--- src/rtl/uart_tx_buffered.sv ---
// uart_tx_buffered: byte FIFO feeding an 8N1 serial transmitter.
// In: clk, reset, wr_en, wr_data. Out: full, count, overflow, busy, tx.
module uart_tx_buffered #(
  parameter int CLKS_PER_BIT = 868,
  parameter int DEPTH_LOG2   = 4
) (
  input  logic                clk,
  input  logic                reset,
  input  logic                wr_en,
  input  logic [7:0]          wr_data,
  output logic                full,
  output logic [DEPTH_LOG2:0] count,
  output logic                overflow,
  output logic                busy,
  output logic                tx
);

  localparam int DEPTH = 1 << DEPTH_LOG2;
  localparam int CW    = DEPTH_LOG2 + 1;
  localparam int PW    = DEPTH_LOG2;

  localparam logic [CW-1:0] DEPTH_C = CW'(DEPTH);
  localparam logic [15:0]   TMAX    = 16'(CLKS_PER_BIT - 1);

  typedef enum logic [1:0] {
    IDLE  = 2'd0,
    START = 2'd1,
    DATA  = 2'd2,
    STOP  = 2'd3
  } state_t;

  state_t state;
  state_t state_nx;

  logic [7:0]    mem [DEPTH];
  logic [PW-1:0] wr_ptr;
  logic [PW-1:0] rd_ptr;

  logic [15:0] timer;
  logic [15:0] timer_nx;
  logic [2:0]  bit_idx;
  logic [2:0]  bit_idx_nx;
  logic [7:0]  shift;
  logic [7:0]  shift_nx;
  logic        tx_nx;

  logic bit_end;
  logic have_data;
  logic push;
  logic pop;

  assign have_data = (count != '0);
  assign full      = (count == DEPTH_C);
  assign busy      = (state != IDLE) || have_data;
  assign bit_end   = (timer == TMAX);

  // Full is judged on the registered count, so a pop
  // on the same edge never rescues a write.
  assign push = wr_en && !full;

  // State register.
  always_ff @(posedge clk or posedge reset) begin
    if (reset) begin
      state <= IDLE;
    end else begin
      state <= state_nx;
    end
  end

  // Next-state logic.
  always_comb begin
    state_nx = state;
    unique case (state)
      IDLE: begin
        if (have_data) begin
          state_nx = START;
        end
      end
      START: begin
        if (bit_end) begin
          state_nx = DATA;
        end
      end
      DATA: begin
        if (bit_end && bit_idx == 3'd7) begin
          state_nx = STOP;
        end
      end
      STOP: begin
        if (bit_end) begin
          state_nx = have_data ? START : IDLE;
        end
      end
      default: state_nx = IDLE;
    endcase
  end

  // Output / datapath control.
  // Frames chain straight from STOP into START when
  // bytes are waiting, so there is no idle gap.
  always_comb begin
    pop        = 1'b0;
    shift_nx   = shift;
    bit_idx_nx = bit_idx;
    timer_nx   = timer + 16'd1;
    if (state == IDLE || bit_end) begin
      timer_nx = '0;
    end
    unique case (state)
      IDLE: begin
        pop = have_data;
      end
      START: begin
        pop = 1'b0;
      end
      DATA: begin
        if (bit_end) begin
          shift_nx   = shift >> 1;
          bit_idx_nx = bit_idx + 3'd1;
        end
      end
      STOP: begin
        pop = bit_end && have_data;
      end
      default: pop = 1'b0;
    endcase
    if (pop) begin
      shift_nx = mem[rd_ptr];
    end
    tx_nx = 1'b1;
    unique case (state_nx)
      IDLE:    tx_nx = 1'b1;
      START:   tx_nx = 1'b0;
      DATA:    tx_nx = shift_nx[0];
      STOP:    tx_nx = 1'b1;
      default: tx_nx = 1'b1;
    endcase
  end

  // Serializer and FIFO bookkeeping registers.
  always_ff @(posedge clk or posedge reset) begin
    if (reset) begin
      timer    <= '0;
      bit_idx  <= '0;
      shift    <= '0;
      tx       <= 1'b1;
      wr_ptr   <= '0;
      rd_ptr   <= '0;
      count    <= '0;
      overflow <= 1'b0;
    end else begin
      timer   <= timer_nx;
      bit_idx <= bit_idx_nx;
      shift   <= shift_nx;
      tx      <= tx_nx;
      if (push) begin
        wr_ptr <= wr_ptr + 1'b1;
      end
      if (pop) begin
        rd_ptr <= rd_ptr + 1'b1;
      end
      if (push && !pop) begin
        count <= count + 1'b1;
      end else if (pop && !push) begin
        count <= count - 1'b1;
      end
      if (wr_en && full) begin
        overflow <= 1'b1;
      end
    end
  end

  // Storage needs no reset; occupancy is tracked by count.
  always_ff @(posedge clk) begin
    if (push) begin
      mem[wr_ptr] <= wr_data;
    end
  end

  a_count_max: assert property (
    @(posedge clk) disable iff (reset)
    count <= DEPTH_C
  );

  a_idle_high: assert property (
    @(posedge clk) disable iff (reset)
    (state == IDLE) |-> tx
  );

endmodule

--- config.mk ---
export PLATFORM = sky130hd
export DESIGN_NAME = uart_tx_buffered
export DESIGN_NICKNAME = d
export VERILOG_FILES = /design/src/rtl/uart_tx_buffered.sv
export SDC_FILE = /design/constraint.sdc
export NUM_CORES = 1
export LEC_CHECK = 0
export ABC_AREA = 1
export BUFFER_PORTS_ARGS = -buffer_cell sky130_fd_sc_hd__buf_4
export CAP_MARGIN = 20
export CORE_MARGIN = 2
export CORE_UTILIZATION = 35
export DETAILED_ROUTE_END_ITERATION = 6
export GPL_TIMING_DRIVEN = 0
export PLACE_DENSITY_LB_ADDON = 0.15
export RECOVER_POWER = 50
export SLEW_MARGIN = 20
export SYNTH_ARGS = -nofsm -noshare
export SYNTH_HDL_FRONTEND = slang
export SYNTH_SLANG_ARGS = --single-unit
--- constraint.sdc ---
create_clock -name clk -period 7.2 [get_ports clk]
set_input_delay 1.08 -clock clk [delete_from_list [all_inputs] [get_ports clk]]
set_output_delay 1.08 -clock clk [all_outputs]
set_load 0.01 [all_outputs]
**Word-level counts from Yosys, hierarchy flattened**

Memory sizes are Yosys's and may differ from the RTL's.
Cells that the tools add are included.

- Bitwise logic cells: 0
- Shift-type cells: 0
- Reductions and logical operators: 21
- Div/mod/pow operators: 0
- $mul: 0
- Muxes and demuxes: 16
- $lt $le $gt $ge: 0
- Add/sub/neg operators: 6
- Eq/ne operators: 9

Operator list:

| operator | count |
|---|---|
| $mux 8 | 3 |
| $add 16x1->16 const B | 1 |
| $eq 16x10->1 const B | 1 |
| $mux 16 | 1 |
| $mux 5 | 2 |
| $add 4x1->4 const B | 2 |
| $eq 2x2->1 const B | 4 |
| $mux 2 | 4 |
| $pmux 2 s4 | 1 |
| $reduce_bool 2->1 | 4 |
| $logic_and 1x1->1 | 6 |
| $add 5x1->5 const B | 1 |
| $eq 5x5->1 const B | 1 |
| $reduce_bool 5->1 | 1 |
| $sub 5x1->5 const B | 1 |
| $eq 2x1->1 const B | 2 |
| $logic_not 2->1 | 2 |
| $reduce_and 2->1 | 2 |
| $add 3x1->3 const B | 1 |
| $eq 3x3->1 const B | 1 |
| $logic_not 1->1 | 3 |
| $mux 1 | 3 |
| $pmux 1 s3 | 1 |
| $logic_or 1x1->1 | 2 |
| other kinds (2) | 2 |

- Bits of input ports: 11
- Output and inout port bits: 9
- Logic and storage cells: 63
- RAM bits: 128
- ROM bits: 0
- Register bits after elaboration: 44
- Memories kept: 1
- Latch bits: 0

Memories:

| name | depth | width | read ports | clocked after Yosys merged registers in | write ports | RTL line | RTL |
|---|---|---|---|---|---|---|---|
| mem | 16 | 8 | 1 | 0 | 1 | 35 | `logic [7:0] mem [DEPTH];` |

**Depth between registers and ports, before layout**

- Word-level depth: 7
- Gate-level depth with buffers: 18
- Gate-level depth less buffers: 18

**Worst setup path after synthesis**

OpenSTA, ideal clock, no wires.

- Path kind: input to register
- Start point: input wr_en
- End point: register count[4]
- Library setup time: 0.126 ns
- Path buffers: 0
- Setup slack: 4.619 ns
- Data arrival time: 2.455 ns
- Required time: 7.074 ns
- Cell stages on the path: 12
- Cell sequence: nand2_1 > inv_2 > ha_1 > inv_1 > fa_1 > a21oi_1 > nor2_1 > nor2_1 > nand2_1 > nand2_1 > nor2_1 > xor2_1

- Longest elaborated chain between the ends: 4
- Elaborated cells between the ends (all ways): 6
- Those cells by class: 1 x mux; 5 x reduce/logical

RTL lines:

| item | RTL line | RTL |
|---|---|---|
| start, declared | 9 | `input logic wr_en,` |
| $logic_and 1x1->1 * | 59 | `assign push = wr_en && !full;` |
| $logic_not 1->1 | 164 | `end else if (pop && !push) begin` |
| $logic_and 1x1->1 | 164 |  |
| $reduce_bool 2->1 (no line) | n/a |  |
| end signal, assigned | 163 | `count <= count + 1'b1;` |
| end signal, assigned | 165 | `count <= count - 1'b1;` |
| end, declared | 12 | `output logic [DEPTH_LOG2:0] count,` |

Every way passes the cells marked *; elsewhere a longest branch is shown, timed or not.
A chain may end at the register's enable or synchronous reset.

**Worst setup path in the final report**

- Start point: register timer[0]
- End point: register count[4]

- Longest elaborated chain between the ends: 6
- Elaborated cells between the ends (all ways): 8
- Those cells by class: 1 x eq/ne; 2 x mux; 5 x reduce/logical

RTL lines:

| item | RTL line | RTL |
|---|---|---|
| start, declared | 39 | `logic [15:0] timer;` |
| start signal, assigned | 152 | `timer <= timer_nx;` |
| $eq 16x10->1 * | 55 | `assign bit_end = (timer == TMAX);` |
| $logic_and 1x1->1 * | 123 | `pop = bit_end && have_data;` |
| $pmux 1 s2 * | 109 | `unique case (state)` |
| $logic_not 1->1 | 162 | `if (push && !pop) begin` |
| $logic_and 1x1->1 | 162 |  |
| $mux 5 or $reduce_bool 2->1 (tied branches) | n/a |  |

Marked as above.

==> results.md <==
* Vias in the first global route at 5207
* Cell row count at 54
* Syn-to-layout area delta at 13.7%
* Final antenna-violating net count at 0
* PD cells at 277 nW/um^2
* Clock root buffer: clkbuf_16
* Most frequent cells in the layout: edfxtp_1, nor2_1, nand2_1
* Synthesized Nets at 738
* Starting Density at 35.4%
* Type of origin of the critical path: register
* Hold buffer count at cts at 0
* Die width at 152 um
* Top cells by area, synth: edfxtp_1, dfrtp_1, nor2_1, nand2_1, o21ai_0
* ANT cells at 0
* Clock power frac at 38.1%
* Yosys top cell area share at 50.1%
* Leak Pwr at 3.32 nW
* Pin count of the biggest net entering global routing at 28
* CTS tree: done
* Worst path slowest cell: dfrtp_1
* Fmax at 0.359 GHz
* # setup viols final at 0
* Ys async rst share at 25.6%
* Worst path bufs/invs at 2
* Switching part of the total at 27.5%
* TritonCTS buffer count at 17
* #FFs+latches synth at 172
* Min-delay worst type: register to register
* P_int at 1.75 mW
* Clock Latency Late Sink at 430 ps
* DRC violations left at 0
* Die span in y at 152 um
* Post-DP HPWL at 12700 um
* Slew Viols, Final at 28
* Netlist cell types at 42
* Post-synthesis sequential area ratio at 64.5%
* Initial antenna violation count at 0
* Core area at 21700 um^2
* Iter 0 DRT Violations at 438
* Clk slew on worst S/H paths at 70 ps
* CP max FO at 10
* Crit path largest cell delay at 380 ps
* Post-CTS Resized at 0
* Final Cycle Share at 38.7%
* Switch Pwr at 0.664 mW
* Post-Syn Area per Cell at 10.9 um^2
* Post-Syn Area at 7670 um^2
* Max clock buf depth at 2
* Peak VDD IR at 0.153 mV
* Grt ovf at 0
* Number of clock sinks at 172
* Fin. Hold Viols at 0
* Outcome: finished, violations left
* Worst hold slack at 467 ps
* IO Count at 20
* Final Critical Period at 2790 ps
* Routed WL at 18400 um
* Top FF cell, synth: edfxtp_1
* Worst Setup End Kind: register
* Port bufs at 19
* Layout cells sized above 1 at 10.0%
* Arr. time, crit path at 3110 ps
* RSZ-0062 raised after global routing: no
* Flop pwr share at 50.5%
* Max-cap violations at 1
* Number of flops mapped to enable cells by yosys at 128
* CP required at 7520 ps
* Yosys synthesis warning count at 0
* First-pass GRT wire length at 29200 um
* Clock H-tree levels at 4
* DR pass1 iterations at 5
* Vias at 5178
* Nets@finish at 777
* Cell family with most CP delay: simple AND/OR/NAND/NOR gates
* Relative slew slack at -1.45%
* GRT Util Overall at 16.4%
* Mapped Cells at 707
* Worst slew pin tran at 1520 ps
* Filler cell count at 2071
* Commonest non-fill, non-tap cell in the layout: edfxtp_1
* Post-CTS Setup Repair Bufs at 0
* Worst slack at placement at 4320 ps
* Post-detailed-route wirelength per cell at 17.7 um
* Top cell type by total area after synthesis: edfxtp_1
* Combinational share of power at 11.4%
* Violations in the final reports: max-capacitance violations, max-slew violations
* Crit-path cells: ha_1, inv_1, nor2_1, nand2_1, nor2_4, nand3_4, nand2_1, nand2_4, ha_1, inv_1, ha_1, a21oi_1, nor2_1, nor2_1, nand2_1, nand2_1, nor2_1, xor2_1
* Final worst slack at 4410 ps
* Fin Setup TNS at 0 ps
* RePlAce Congestion at 0.839
* Via density at 4.98
* Die Footprint at 23100 um^2
* Worst Setup Path Type: register to register
* Setup Skew at 11.7 ps
## state kept, by name (all words and copies together) (netlist names)
register and flops:
bit_idx 3, count 5, mem 128, overflow 1, rd_ptr 4, shift 8, state 2, timer 16
tx 1, wr_ptr 4
## path summary, 6_finish.rpt
| check | end | slack (ps) | from | cells after the start |
|---|---|---|---|---|
| max | count[4] | 4410 | timer[0] | 18 |
| min | timer[0] | 470 | timer[0] | 1 |
| max reg2reg | count[4] | 4410 | timer[0] | 18 |
| min reg2reg | timer[0] | 470 | timer[0] | 1 |
| max in group asynchronous | rd_ptr[0] | 4590 | reset | 3 |
| min in group asynchronous | timer[9] | 760 | reset | 2 |
## logic make-up (layout without fill, tap and decap cells)
kind of cell / Yosys count / count (layout) / share of synthesized area [%]
AO/OA/AOI/OAI: 121 / 121 / 9.23
XOR/XNOR: 14 / 14 / 1.60
adder cells (fa/ha/maj): 20 / 20 / 3.36
buffers and inverters: 91 / 143 / 4.86
flip-flops: 172 / 172 / 64.5
multiplexers: 2 / 2 / 0.294
AND/OR/NAND/NOR: 287 / 287 / 16.2
## stage by stage
| step | power, mW | instances | utilization (%) | instance area [um^2] |
|---|---|---|---|---|
| after floorplan | 1.40 | 707 | - | 7670 |
| after global placement | 1.51 | 1006 | 37.6 | 8170 |
| after detailed placement | 1.52 | 1007 | 37.7 | 8190 |
| after CTS | 2.44 | 1039 | 40.4 | 8770 |
| after global routing | 2.51 | 1039 | 40.2 | 8720 |
| final | 2.41 | 1039 | 40.2 | 8720 |
## layer usage
metal  track usage (%)  vias up  wire length (um)
met3              3.79       23               778
met2              27.2      122              8930
li1                  -     2505                 -
met1              21.5     2528              8390
met5                 0        -                 0
met4              5.38        0               320
## worst register-to-register path, stage by stage, from the launching register on
cell     delay [ps]
dfrtp_1         380
ha_1            220
inv_1            50
nor2_1           80
nand2_1          90
nor2_4          190
nand3_4         120
nand2_1         120
nand2_4         120
ha_1            250
inv_1           150
ha_1            290
a21oi_1         170
nor2_1           60
nor2_1          110
nand2_1          60
nand2_1          50
nor2_1           40
xor2_1          130
## layout make-up
class                           count  area, um^2  share of cell area (%)
Clock inverter                     13         151                    1.74
Sequential cell                   172        4950                    56.7
Tap cell                          280         350                    4.02
Timing Repair Buffer               20         116                    1.33
Multi-Input combinational cell    444        2350                    27.0
Buffer                             30         144                    1.65
Clock buffer                       19         433                    4.96
Inverter                           61         229                    2.62
## cell usage after synthesis, types with 4 or more instances
cell type,instances
buf_2,13
a21oi_1,21
xor2_1,11
nand4_1,12
nand2_2,4
nor3_1,8
o211ai_1,21
ha_1,19
inv_1,56
o21ai_0,62
nand2_1,102
clkbuf_1,11
nor2_1,115
edfxtp_1,128
dfrtp_1,43
nand3_1,35
## power groups by stage
stage	Combinational (mW)	Sequential, mW	Clock [mW]
3_5_place_dp	0.283	1.24	0
6_report	0.276	1.22	0.919
5_1_grt	0.311	1.23	0.976
4_1_cts	0.284	1.22	0.935
3_3_place_gp	0.273	1.23	0
2_1_floorplan	0.164	1.23	0
(Power assumes the default switching activity.)
